--- src/rtl/lbm_fp_pkg.sv ---
// lbm_fp_pkg: shared status and arbiter state types for the fixed-point divide path
package lbm_fp_pkg;
  typedef enum logic [1:0] {OK, DBZ, OVF, TMO} status_t;
  typedef enum logic [2:0] {FLUSH_ISSUE, FLUSH_WAIT, IDLE, WAIT, RESP} arb_state_t;
endpackage

--- src/rtl/fp_div.sv ---
// fp_div: bit-serial signed fixed-point divider, one quotient bit per cycle, no reset
module fp_div #(
  parameter int WIDTH = 64,
  parameter int FBITS = 56
) (
  input  logic             clk,
  input  logic             start,
  input  logic [WIDTH-1:0] x,
  input  logic [WIDTH-1:0] y,
  output logic             busy,
  output logic             dbz,
  output logic             ovf,
  output logic [WIDTH-1:0] q,
  output logic [WIDTH-1:0] r
);
  localparam int N = WIDTH + FBITS;
  localparam int CW = $clog2(N + 1);
  logic [CW-1:0] cnt;
  logic [N-1:0] num;
  logic [WIDTH-1:0] den, rem, quo, rem_nx, quo_nx, ax, ay;
  logic [WIDTH:0] diff;
  logic neg_q, neg_r, fit, last, ovf_hit;
  assign ax = x[WIDTH-1] ? -x : x;
  assign ay = y[WIDTH-1] ? -y : y;
  assign diff = {rem, num[N-1]} - {1'b0, den};
  assign fit = !diff[WIDTH];
  assign rem_nx = fit ? diff[WIDTH-1:0] : {rem[WIDTH-2:0], num[N-1]};
  assign quo_nx = {quo[WIDTH-2:0], fit};
  assign last = cnt == CW'(N - 1);
  // after WIDTH steps every quotient bit above the signed result range is known
  assign ovf_hit = cnt == CW'(WIDTH - 1) && |quo_nx[WIDTH-1:WIDTH-1-FBITS];
  assign q = neg_q ? -quo : quo;
  assign r = neg_r ? -rem : rem;
  always_ff @(posedge clk) begin
    if (start) begin
      busy <= y != '0;
      dbz <= y == '0;
      ovf <= 1'b0;
      cnt <= '0;
      num <= {ax, {FBITS{1'b0}}};
      den <= ay;
      rem <= '0;
      quo <= '0;
      neg_q <= x[WIDTH-1] ^ y[WIDTH-1];
      neg_r <= x[WIDTH-1];
    end else if (busy) begin
      cnt <= cnt + 1'b1;
      num <= num << 1;
      rem <= rem_nx;
      quo <= quo_nx;
      ovf <= ovf_hit;
      busy <= !(last || ovf_hit);
    end
  end
endmodule

--- src/rtl/fp_div_arbiter.sv ---
// fp_div_arbiter: round-robin sharing of one fp_div among NREQ requesters.
// Optional watchdog: define FP_DIV_ARB_TIMEOUT_EN.
module fp_div_arbiter
  import lbm_fp_pkg::*;
#(
  parameter int WIDTH = 64,
  parameter int FBITS = 56,
  parameter int NREQ = 4,
  parameter int TMO_CYC = WIDTH + FBITS + 8
) (
  input  logic                     clk,
  input  logic                     rst_n,
  input  logic [NREQ-1:0]          req,
  input  logic [NREQ*WIDTH-1:0]    x_in,
  input  logic [NREQ*WIDTH-1:0]    y_in,
  output logic [NREQ-1:0]          gnt,
  output logic                     rsp_valid,
  input  logic                     rsp_ready,
  output logic [$clog2(NREQ)-1:0]  rsp_id,
  output logic [WIDTH-1:0]         rsp_q,
  output logic [WIDTH-1:0]         rsp_r,
  output status_t                  rsp_status,
  output logic                     idle
);
  localparam int IW = $clog2(NREQ);
  arb_state_t state, state_nx;
  logic [IW-1:0] ptr, pick;
  logic found, done, tmo;
  logic div_start, div_busy, div_dbz, div_ovf;
  logic [WIDTH-1:0] div_x, div_y, div_q, div_r;
  fp_div #(.WIDTH(WIDTH), .FBITS(FBITS)) u_div (
    .clk(clk), .start(div_start), .x(div_x), .y(div_y),
    .busy(div_busy), .dbz(div_dbz), .ovf(div_ovf), .q(div_q), .r(div_r)
  );
`ifdef FP_DIV_ARB_TIMEOUT_EN
  logic [$clog2(TMO_CYC+1)-1:0] tmo_cnt;
  always_ff @(posedge clk) tmo_cnt <= (rst_n && state == WAIT) ? tmo_cnt + 1'b1 : '0;
  assign tmo = div_busy && tmo_cnt == ($clog2(TMO_CYC+1))'(TMO_CYC - 1);
`else
  assign tmo = 1'b0;
`endif
  assign found = |req;
  assign done = state == WAIT && (tmo || !div_busy);
  assign idle = state == IDLE;
  // descending scan so the nearest requester after ptr wins
  always_comb begin
    pick = ptr;
    for (int k = NREQ; k >= 1; k--)
      if (req[(int'(ptr) + k) % NREQ]) pick = IW'((int'(ptr) + k) % NREQ);
  end
  always_comb begin
    state_nx = state;
    div_start = 1'b0;
    div_x = '0;
    div_y = '0;
    gnt = '0;
    case (state)
      FLUSH_ISSUE: begin
        div_start = 1'b1;
        div_y = WIDTH'(1);
        state_nx = FLUSH_WAIT;
      end
      FLUSH_WAIT: state_nx = div_busy ? FLUSH_WAIT : IDLE;
      IDLE: if (found && rst_n) begin
        gnt[pick] = 1'b1;
        div_start = 1'b1;
        div_x = x_in[int'(pick)*WIDTH +: WIDTH];
        div_y = y_in[int'(pick)*WIDTH +: WIDTH];
        state_nx = WAIT;
      end
      WAIT: state_nx = done ? RESP : WAIT;
      RESP: if (rsp_ready) state_nx = (rsp_status == TMO) ? FLUSH_ISSUE : IDLE;
      default: state_nx = FLUSH_ISSUE;
    endcase
  end
  always_ff @(posedge clk) begin
    if (!rst_n) begin
      state <= FLUSH_ISSUE;
      ptr <= '0;
      rsp_id <= '0;
      rsp_valid <= 1'b0;
      rsp_q <= '0;
      rsp_r <= '0;
      rsp_status <= OK;
    end else begin
      state <= state_nx;
      if (state == IDLE && found) begin
        ptr <= pick;
        rsp_id <= pick;
      end
      if (done) begin
        rsp_valid <= 1'b1;
        rsp_status <= tmo ? TMO : div_dbz ? DBZ : div_ovf ? OVF : OK;
        rsp_q <= (tmo || div_dbz || div_ovf) ? '0 : div_q;
        rsp_r <= (tmo || div_dbz || div_ovf) ? '0 : div_r;
      end
      if (state == RESP && rsp_ready) rsp_valid <= 1'b0;
    end
  end
endmodule

--- config.mk ---
export PLATFORM = sky130hd
export DESIGN_NAME = fp_div_arbiter
export DESIGN_NICKNAME = d
export VERILOG_FILES = /design/src/rtl/lbm_fp_pkg.sv /design/src/rtl/fp_div.sv /design/src/rtl/fp_div_arbiter.sv
export SDC_FILE = /design/constraint.sdc
export NUM_CORES = 1
export LEC_CHECK = 0
export ABC_CLOCK_PERIOD_IN_PS = 10400
export CAP_MARGIN = 10
export CORE_AREA = 3 3 255 257
export CTS_BUF_LIST = sky130_fd_sc_hd__clkbuf_8
export DETAILED_ROUTE_END_ITERATION = 6
export DIE_AREA = 0 0 258 260
export HOLD_SLACK_MARGIN = 0.15
export PLACE_DENSITY = 0.73
export SLEW_MARGIN = 20
export SYNTH_ARGS = -nofsm -noshare
export SYNTH_HDL_FRONTEND = slang
export SYNTH_HIERARCHICAL = 1
export SYNTH_SLANG_ARGS = --single-unit
--- constraint.sdc ---
create_clock -name clk -period 10.4 [get_ports clk]
set_input_delay 1.04 -clock clk [delete_from_list [all_inputs] [get_ports clk]]
set_output_delay 1.04 -clock clk [all_outputs]
set_load 0.02 [all_outputs]
# Word-level counts from Yosys, hierarchy flattened
# Cells that the tools add are included.
dict set report classes {
  add_sub_neg 10
  magnitude_cmp 6
  n_eq_ne 9
  shifts 2
  muxes 45
  n_bitwise 6
  n_reduce_logical 23
}
# op count
set ops {}
lappend ops {{$mux 64} 9}
lappend ops {{$shiftx 256x9->64} 2}
lappend ops {{$neg 64->64} 4}
lappend ops {{$mux 120} 2}
lappend ops {{$pmux 64 s2} 1}
lappend ops {{$sub 65x64->65} 1}
lappend ops {{$logic_not 64->1} 1}
lappend ops {{$reduce_bool 64->1} 1}
lappend ops {{$mux 63} 1}
lappend ops {{$reduce_or 57->1} 1}
lappend ops {{$lt 3x4->1 const B} 4}
lappend ops {{$mux 2} 8}
lappend ops {{$pmux 3 s5} 1}
lappend ops {{$mux 1} 12}
lappend ops {{$reduce_or 2->1} 5}
lappend ops {{$mux 3} 3}
lappend ops {{$bmux 1 s2} 4}
lappend ops {{$mux 4} 2}
lappend ops {{$add 7x1->7 const B} 1}
lappend ops {{$eq 7x6->1 const B} 1}
lappend ops {{$eq 7x7->1 const B} 1}
lappend ops {{$eq 3x2->1 const B} 2}
lappend ops {{$logic_and 1x1->1} 6}
lappend ops {{$add 2x1->2 const B} 2}
lappend ops {{19 further kinds} 26}
dict set report word_totals {
  reg_bits 404
  in_bits 519
  output_inout_bits 138
  elab_cells 118
}

# Logic depth before layout (Yosys ltp)
dict set report depth {
  ltp_word 16
  mapped_depth 20
}

# By module
# Netlist, hierarchy kept.
# module instances cells_per_inst area_per_inst_um2 seq_area_each_um2
set modules_own_cells {}
lappend modules_own_cells {fp_div 1 2326 19348.6 6676.4}
lappend modules_own_cells {fp_div_arbiter 1 1106 8887.3 2722.6}

# Worst setup path before layout
# OpenSTA, ideal clock, no wires.
dict set report synth_path {
  kind {in2reg}
  start {input req[3]}
  end {register u_div.num[114] (data pin)}
  arrival_ps 5387
  required_ps 10130
  slack_ps 4743
  cell_stages 17
  cell_sequence {nand2b_1 -> o21ai_1 -> a211oi_2 -> buf_4 -> buf_6 -> mux2i_1 -> o22ai_1 -> or4_1 -> or4_1 -> or2_2 -> or3_1 -> or4_1 -> or2_2 -> nand2b_1 -> o41ai_1 -> xor2_1 -> a21oi_1}
}
dict set report synth_via {
  elab_chain_cells 13
  elab_cells_between_ends 26
}
# item line_no
set synth_rtl {}
lappend synth_rtl {{from (decl)} fp_div_arbiter.sv:13} ;# input logic [NREQ-1:0] req,
lappend synth_rtl {{$bmux 1 s2} fp_div_arbiter.sv:49} ;# if (req[(int'(ptr) + k) % NREQ]) pick = IW'((int'(ptr) + k) % NREQ);
lappend synth_rtl {{$mux 1 (implied by the code) (2 in a row)} fp_div_arbiter.sv:49}
lappend synth_rtl {{$mux 2 (4 in a row)} fp_div_arbiter.sv:49}
lappend synth_rtl {{$shiftx 256x9->64} fp_div_arbiter.sv:67} ;# div_x = x_in[int'(pick)*WIDTH +: WIDTH];
lappend synth_rtl {{$mux 64 *} fp_div_arbiter.sv:64} ;# IDLE: if (found && rst_n) begin
lappend synth_rtl {{$mux 64 *} fp_div_arbiter.sv:57} ;# case (state)
lappend synth_rtl {{net div_x[28]} fp_div_arbiter.sv:30} ;# logic [WIDTH-1:0] div_x, div_y, div_q, div_r;
lappend synth_rtl {{$neg 64->64 *} fp_div.sv:23} ;# assign ax = x[WIDTH-1] ? -x : x;
lappend synth_rtl {{$mux 64 *} fp_div.sv:23}
lappend synth_rtl {{$mux 120 *} fp_div.sv:35} ;# if (start) begin
lappend synth_rtl {{to (signal assigned)} fp_div.sv:40} ;# num <= {ax, {FBITS{1'b0}}};
lappend synth_rtl {{to (signal assigned)} fp_div.sv:48} ;# num <= num << 1;
lappend synth_rtl {{to (decl)} fp_div.sv:19} ;# logic [N-1:0] num;
# Mark *: on every way through the listed nets, which the timed path passes. The rest lies on a longest branch. The select of a mux whose other input is x is not followed.
# A chain may end at the register's enable or synchronous reset.

# Worst setup path after layout
dict set report layout_path {
  start {input req[2]}
  end {register u_div.den[59] (data pin)}
}
dict set report layout_via {
  elab_chain_cells 12
  elab_cells_between_ends 23
}
# item line_no
set layout_rtl {}
lappend layout_rtl {{$bmux 1 s2} fp_div_arbiter.sv:49}
lappend layout_rtl {{$mux 1 (implied by the code) (2 in a row)} fp_div_arbiter.sv:49}
lappend layout_rtl {{$mux 2 (4 in a row)} fp_div_arbiter.sv:49}
lappend layout_rtl {{$shiftx 256x9->64} fp_div_arbiter.sv:68} ;# div_y = y_in[int'(pick)*WIDTH +: WIDTH];
lappend layout_rtl {{$mux 64 *} fp_div_arbiter.sv:64}
lappend layout_rtl {{$pmux 64 s2 *} fp_div_arbiter.sv:57}
lappend layout_rtl {{net div_y[13]} fp_div_arbiter.sv:30}
lappend layout_rtl {{$neg 64->64 *} fp_div.sv:24} ;# assign ay = y[WIDTH-1] ? -y : y;
lappend layout_rtl {{$mux 63 *} fp_div.sv:24}
lappend layout_rtl {{net u_div.ay[59]} fp_div.sv:20} ;# logic [WIDTH-1:0] den, rem, quo, rem_nx, quo_nx, ax, ay;
lappend layout_rtl {{to (signal assigned)} fp_div.sv:41} ;# den <= ay;
lappend layout_rtl {{to (decl)} fp_div.sv:20}
# Marked as above.

==> run summary <==
Outcome: complete, no violations
Hold Path End: rsp_r[57]
DRT Pass-1 Iters: 7
H-tree Lvls: 3
Final slew viol count: 0
CTS clock-pin slew for the worst setup and hold paths: 0.06 ns
Post-synth EDFFs: 131
Critical Path AT: 6.86 ns
Hold depth: 2
Wire per inst: 22.9 um
Slew @ Worst Pin: 1.09 ns
Synthesized area per cell: 8.23 sq um
CP delay by family, top: simple AND/OR/NAND/NOR gates
Comb power frac: 52.9%
Critical-path cell list: clkdlybuf4s50_1, nand2b_1, a21oi_1, a211oi_4, buf_4, buf_12, mux2i_1, o22ai_1, or4_1, nor4_1, nor2b_1, nand2_1, nor3_1, nand4_1, or3_1, o31ai_1, xnor2_1
Worst-Skew Late Latency: 0.66 ns
CTS tree: done
Sequential power share: 28.9%
DP Cell Count: 4695
# setup viols final: 0
Post-cts repair resize count: 0
Pwr/cell area: 225 nW/um^2
GRT Overall Usage: 31.7%
Initial antenna violation count: 14
WS Path Type: in2reg
Syn nets: 4021
Gpl congestion: 0.992
Hold buffer count at CTS: 0
Main synth FF type: dfxtp_1
CP max FO: 91
Internal: 4.49 mW
Slowest-stage cell, CP: or4_1
Overall die height: 260 um
Hold_sp: rsp_r[57]
Min Clock Period, post-route: 6.47 ns
Sw frac: 45.5%
DR vias: 28700
Sequential area share after synthesis: 33.3%
Commonest non-fill, non-tap cells in the layout: clkdlybuf4s50_1, nand2_1, dfxtp_1, nor2_1, xnor2_1
Row cnt: 92
Cell area after synthesis: 28200 sq um
Routed WL: 111000 um
Post-CTS setup buffers: 0
Nets: 4511
Post-DP HPWL: 85300 um
Startpoint types: primary input
Unrepaired setup endpoints after global routing: no
CTS max path bufs: 3
Power, Total: 8.24 mW
Leakage: 13.9 nW
Die Span X: 258 um
Post-synth ARST share: 0%
Number of global-route vias before repair: 26400
Boundary Pins: 657
Initial core utilization: 44.8%
Hold crit path type: reg2reg
Launching point of the worst reg2reg path: ptr[0]
CTS Sinks: 404
Layout area overhead: 29.5%
Core area: 63000 sq um
WP buf/inv: 3
Global-route wire length before repair: 165000 um
Period utilisation layout: 62.2%
Grt ovf: 0
Layout cell share with drive strength beyond 1: 4.55%
Netlist cell types: 77
Reg2reg end: u_div/den[59]
DRC Markers: 0
DR vias/cell: 5.93
CP endpoint kind: register
Clk pwr share: 18.2%
Worst hold margin: 0.457 ns
Commonest non-fill, non-tap cell in the layout: clkdlybuf4s50_1
Port bufs: 656
Non-filler cells, final: 4838
Max stage delay on crit path: 0.67 ns
Max-slew headroom: 26.6%
Max IR drop VDD: 0.000153 V
Largest net degree at the start of global routing: 133
Syn Inst Count: 3432
Worst EP required: 10.79 ns
TritonCTS Buffers: 71
Iter 0 DRT Violations: 3204
Die area: 67100 sq um
Max-cap viol count: 0
Setup TNS: 0 ns
Fmax: 0.155 GHz
Sw Pwr: 3.75 mW
Synth warnings: 6
Reg2Reg Depth: 16
Seq cells post-synth: 404
Root Driver: clkbuf_8
R2r setup slk: 4.26 ns
Final hold vios: 0
Antenna Nets Post-Route: 0
Clk_skew: 0.0254 ns
[synthesized netlist by cell type (all sizes together) (4+ instances only)]
| cell | number | area share [%] |
|---|---|---|
| nand2 | 369 | 4.9 |
| dfxtp | 273 | 19 |
| nor2 | 269 | 3.6 |
| xnor2 | 216 | 6.7 |
| clkbuf | 208 | 2.8 |
| mux2i | 198 | 7.0 |
| a21oi | 190 | 3.4 |
| nand3 | 160 | 2.8 |
| o21ai | 144 | 2.6 |
| a21boi | 132 | 3.5 |
| edfxtp | 131 | 14 |
| o22ai | 131 | 2.9 |
| a22oi | 128 | 3.4 |
| inv | 104 | 1.4 |
| xor2 | 88 | 2.7 |
| ha | 69 | 3.1 |
| o31ai | 68 | 1.8 |
| buf | 61 | 1.3 |
| o41ai | 45 | 1.4 |
| or4 | 44 | 1.2 |
| a311oi | 42 | 1.3 |
| nand4 | 38 | 0.84 |
| or3 | 37 | 0.87 |
| nor3 | 33 | 0.58 |
| nand2b | 28 | 0.62 |
| a21o | 25 | 0.66 |
| nor4 | 24 | 0.53 |
| or2 | 23 | 0.51 |
| o21bai | 16 | 0.43 |
| a211oi | 15 | 0.42 |
| o21a | 13 | 0.35 |
| a31oi | 11 | 0.24 |
| and2 | 10 | 0.23 |
| nor2b | 10 | 0.22 |
| and3 | 7 | 0.16 |
| nand3b | 7 | 0.19 |
| a22o | 6 | 0.19 |
| o211ai | 6 | 0.16 |
| a221oi | 5 | 0.16 |
| o211a | 5 | 0.18 |
| a2111oi | 4 | 0.12 |
| mux2 | 4 | 0.16 |
| o31a | 4 | 0.12 |
[state kept, by name (all words and copies together) (netlist names), 2 cells and up]
register	cells
u_div/quo	64
u_div/rem	64
rsp_q	64
rsp_status	2
u_div/num	64
u_div/cnt	7
ptr	2
rsp_r	64
u_div/den	64
state	3
[worst register-to-register path, stage by stage, from the launching register on]
cell and delay, ns:
dfxtp_1 0.49, nand2b_1 0.23, o21ai_1 0.13, a211oi_4 0.24
buf_4 0.63, buf_12 0.47, mux2i_1 0.55, o22ai_1 0.15
or4_1 0.67, nor4_1 0.31, nor2b_1 0.31, nand2_1 0.22
nor3_1 0.36, nand4_1 0.31, or3_1 0.46, o31ai_1 0.27
xnor2_1 0.09
[power groups by stage]
stage / clock [mW] / sequential [mW] / combinational (mW)
2_1_floorplan: 0 / 2.21 / 3.19
3_3_place_gp: 0 / 2.39 / 4.23
3_5_place_dp: 0 / 2.40 / 4.25
4_1_cts: 1.54 / 2.37 / 4.28
5_1_grt: 1.61 / 2.41 / 4.77
6_report: 1.50 / 2.38 / 4.36
[cell families (layout without fill, tap and decap cells)]
| kind of cell | after synthesis | after routing | share of synthesized area [%] |
|---|---|---|---|
| xor gates and xnor gates | 304 | 304 | 9.43 |
| adders and majority gates | 70 | 70 | 3.13 |
| DFF | 404 | 404 | 33.3 |
| AOI/OAI and AO/OA | 1008 | 1008 | 23.9 |
| and+or+nand+nor | 1070 | 1070 | 17.6 |
| other | 0 | 15 | 0 |
| buffers and inverters | 374 | 919 | 5.43 |
| muxes | 202 | 202 | 7.18 |
[how the worst max path moves through the flow]
stage / start / cells after the start / slack [ns] / end
global placement: req[3] / 17 / 3.55 / u_div/num[114]
finish: req[2] / 17 / 3.93 / u_div/den[59]
detailed placement: req[0] / 16 / 3.50 / u_div/den[59]
global route: req[1] / 16 / 3.58 / u_div/den[63]
floorplan: req[3] / 17 / 4.74 / u_div/num[114]
CTS: req[0] / 16 / 4.19 / u_div/den[59]
[per-stage QoR]
stage | util (%) | setup slack, ns | cell area [sq um]
final | 58.1 | 3.93 | 36600
after global routing | 58.1 | 3.58 | 36600
after CTS | 58.0 | 4.19 | 36500
after detailed placement | 55.7 | 3.50 | 35100
after global placement | 55.7 | 3.55 | 35100
after floorplan | - | 4.74 | 28200
[cell type report]
| type | instances | area (sq um) |
|---|---|---|
| Multi-Input combinational cell | 2654 | 17400 |
| Antenna cell | 15 | 37.5 |
| Clock inverter | 47 | 319 |
| Clock buffer | 81 | 1110 |
| Timing Repair Buffer | 686 | 6810 |
| Tap cell | 846 | 1060 |
| Inverter | 105 | 402 |
| Fill cell | 5812 | 26400 |
| Sequential cell | 404 | 9400 |
[per-layer routing]
| layer | wire length [um] | track usage (%) | up-vias |
|---|---|---|---|
| met5 | 9 | 0 | - |
| met4 | 3130 | 10.0 | 2 |
| met3 | 8700 | 4.91 | 165 |
| met2 | 50100 | 49.6 | 1257 |
| met1 | 48800 | 44.8 | 13700 |
| li1 | - | - | 13600 |
No activity file was read; power rests on OpenSTA's default activity.
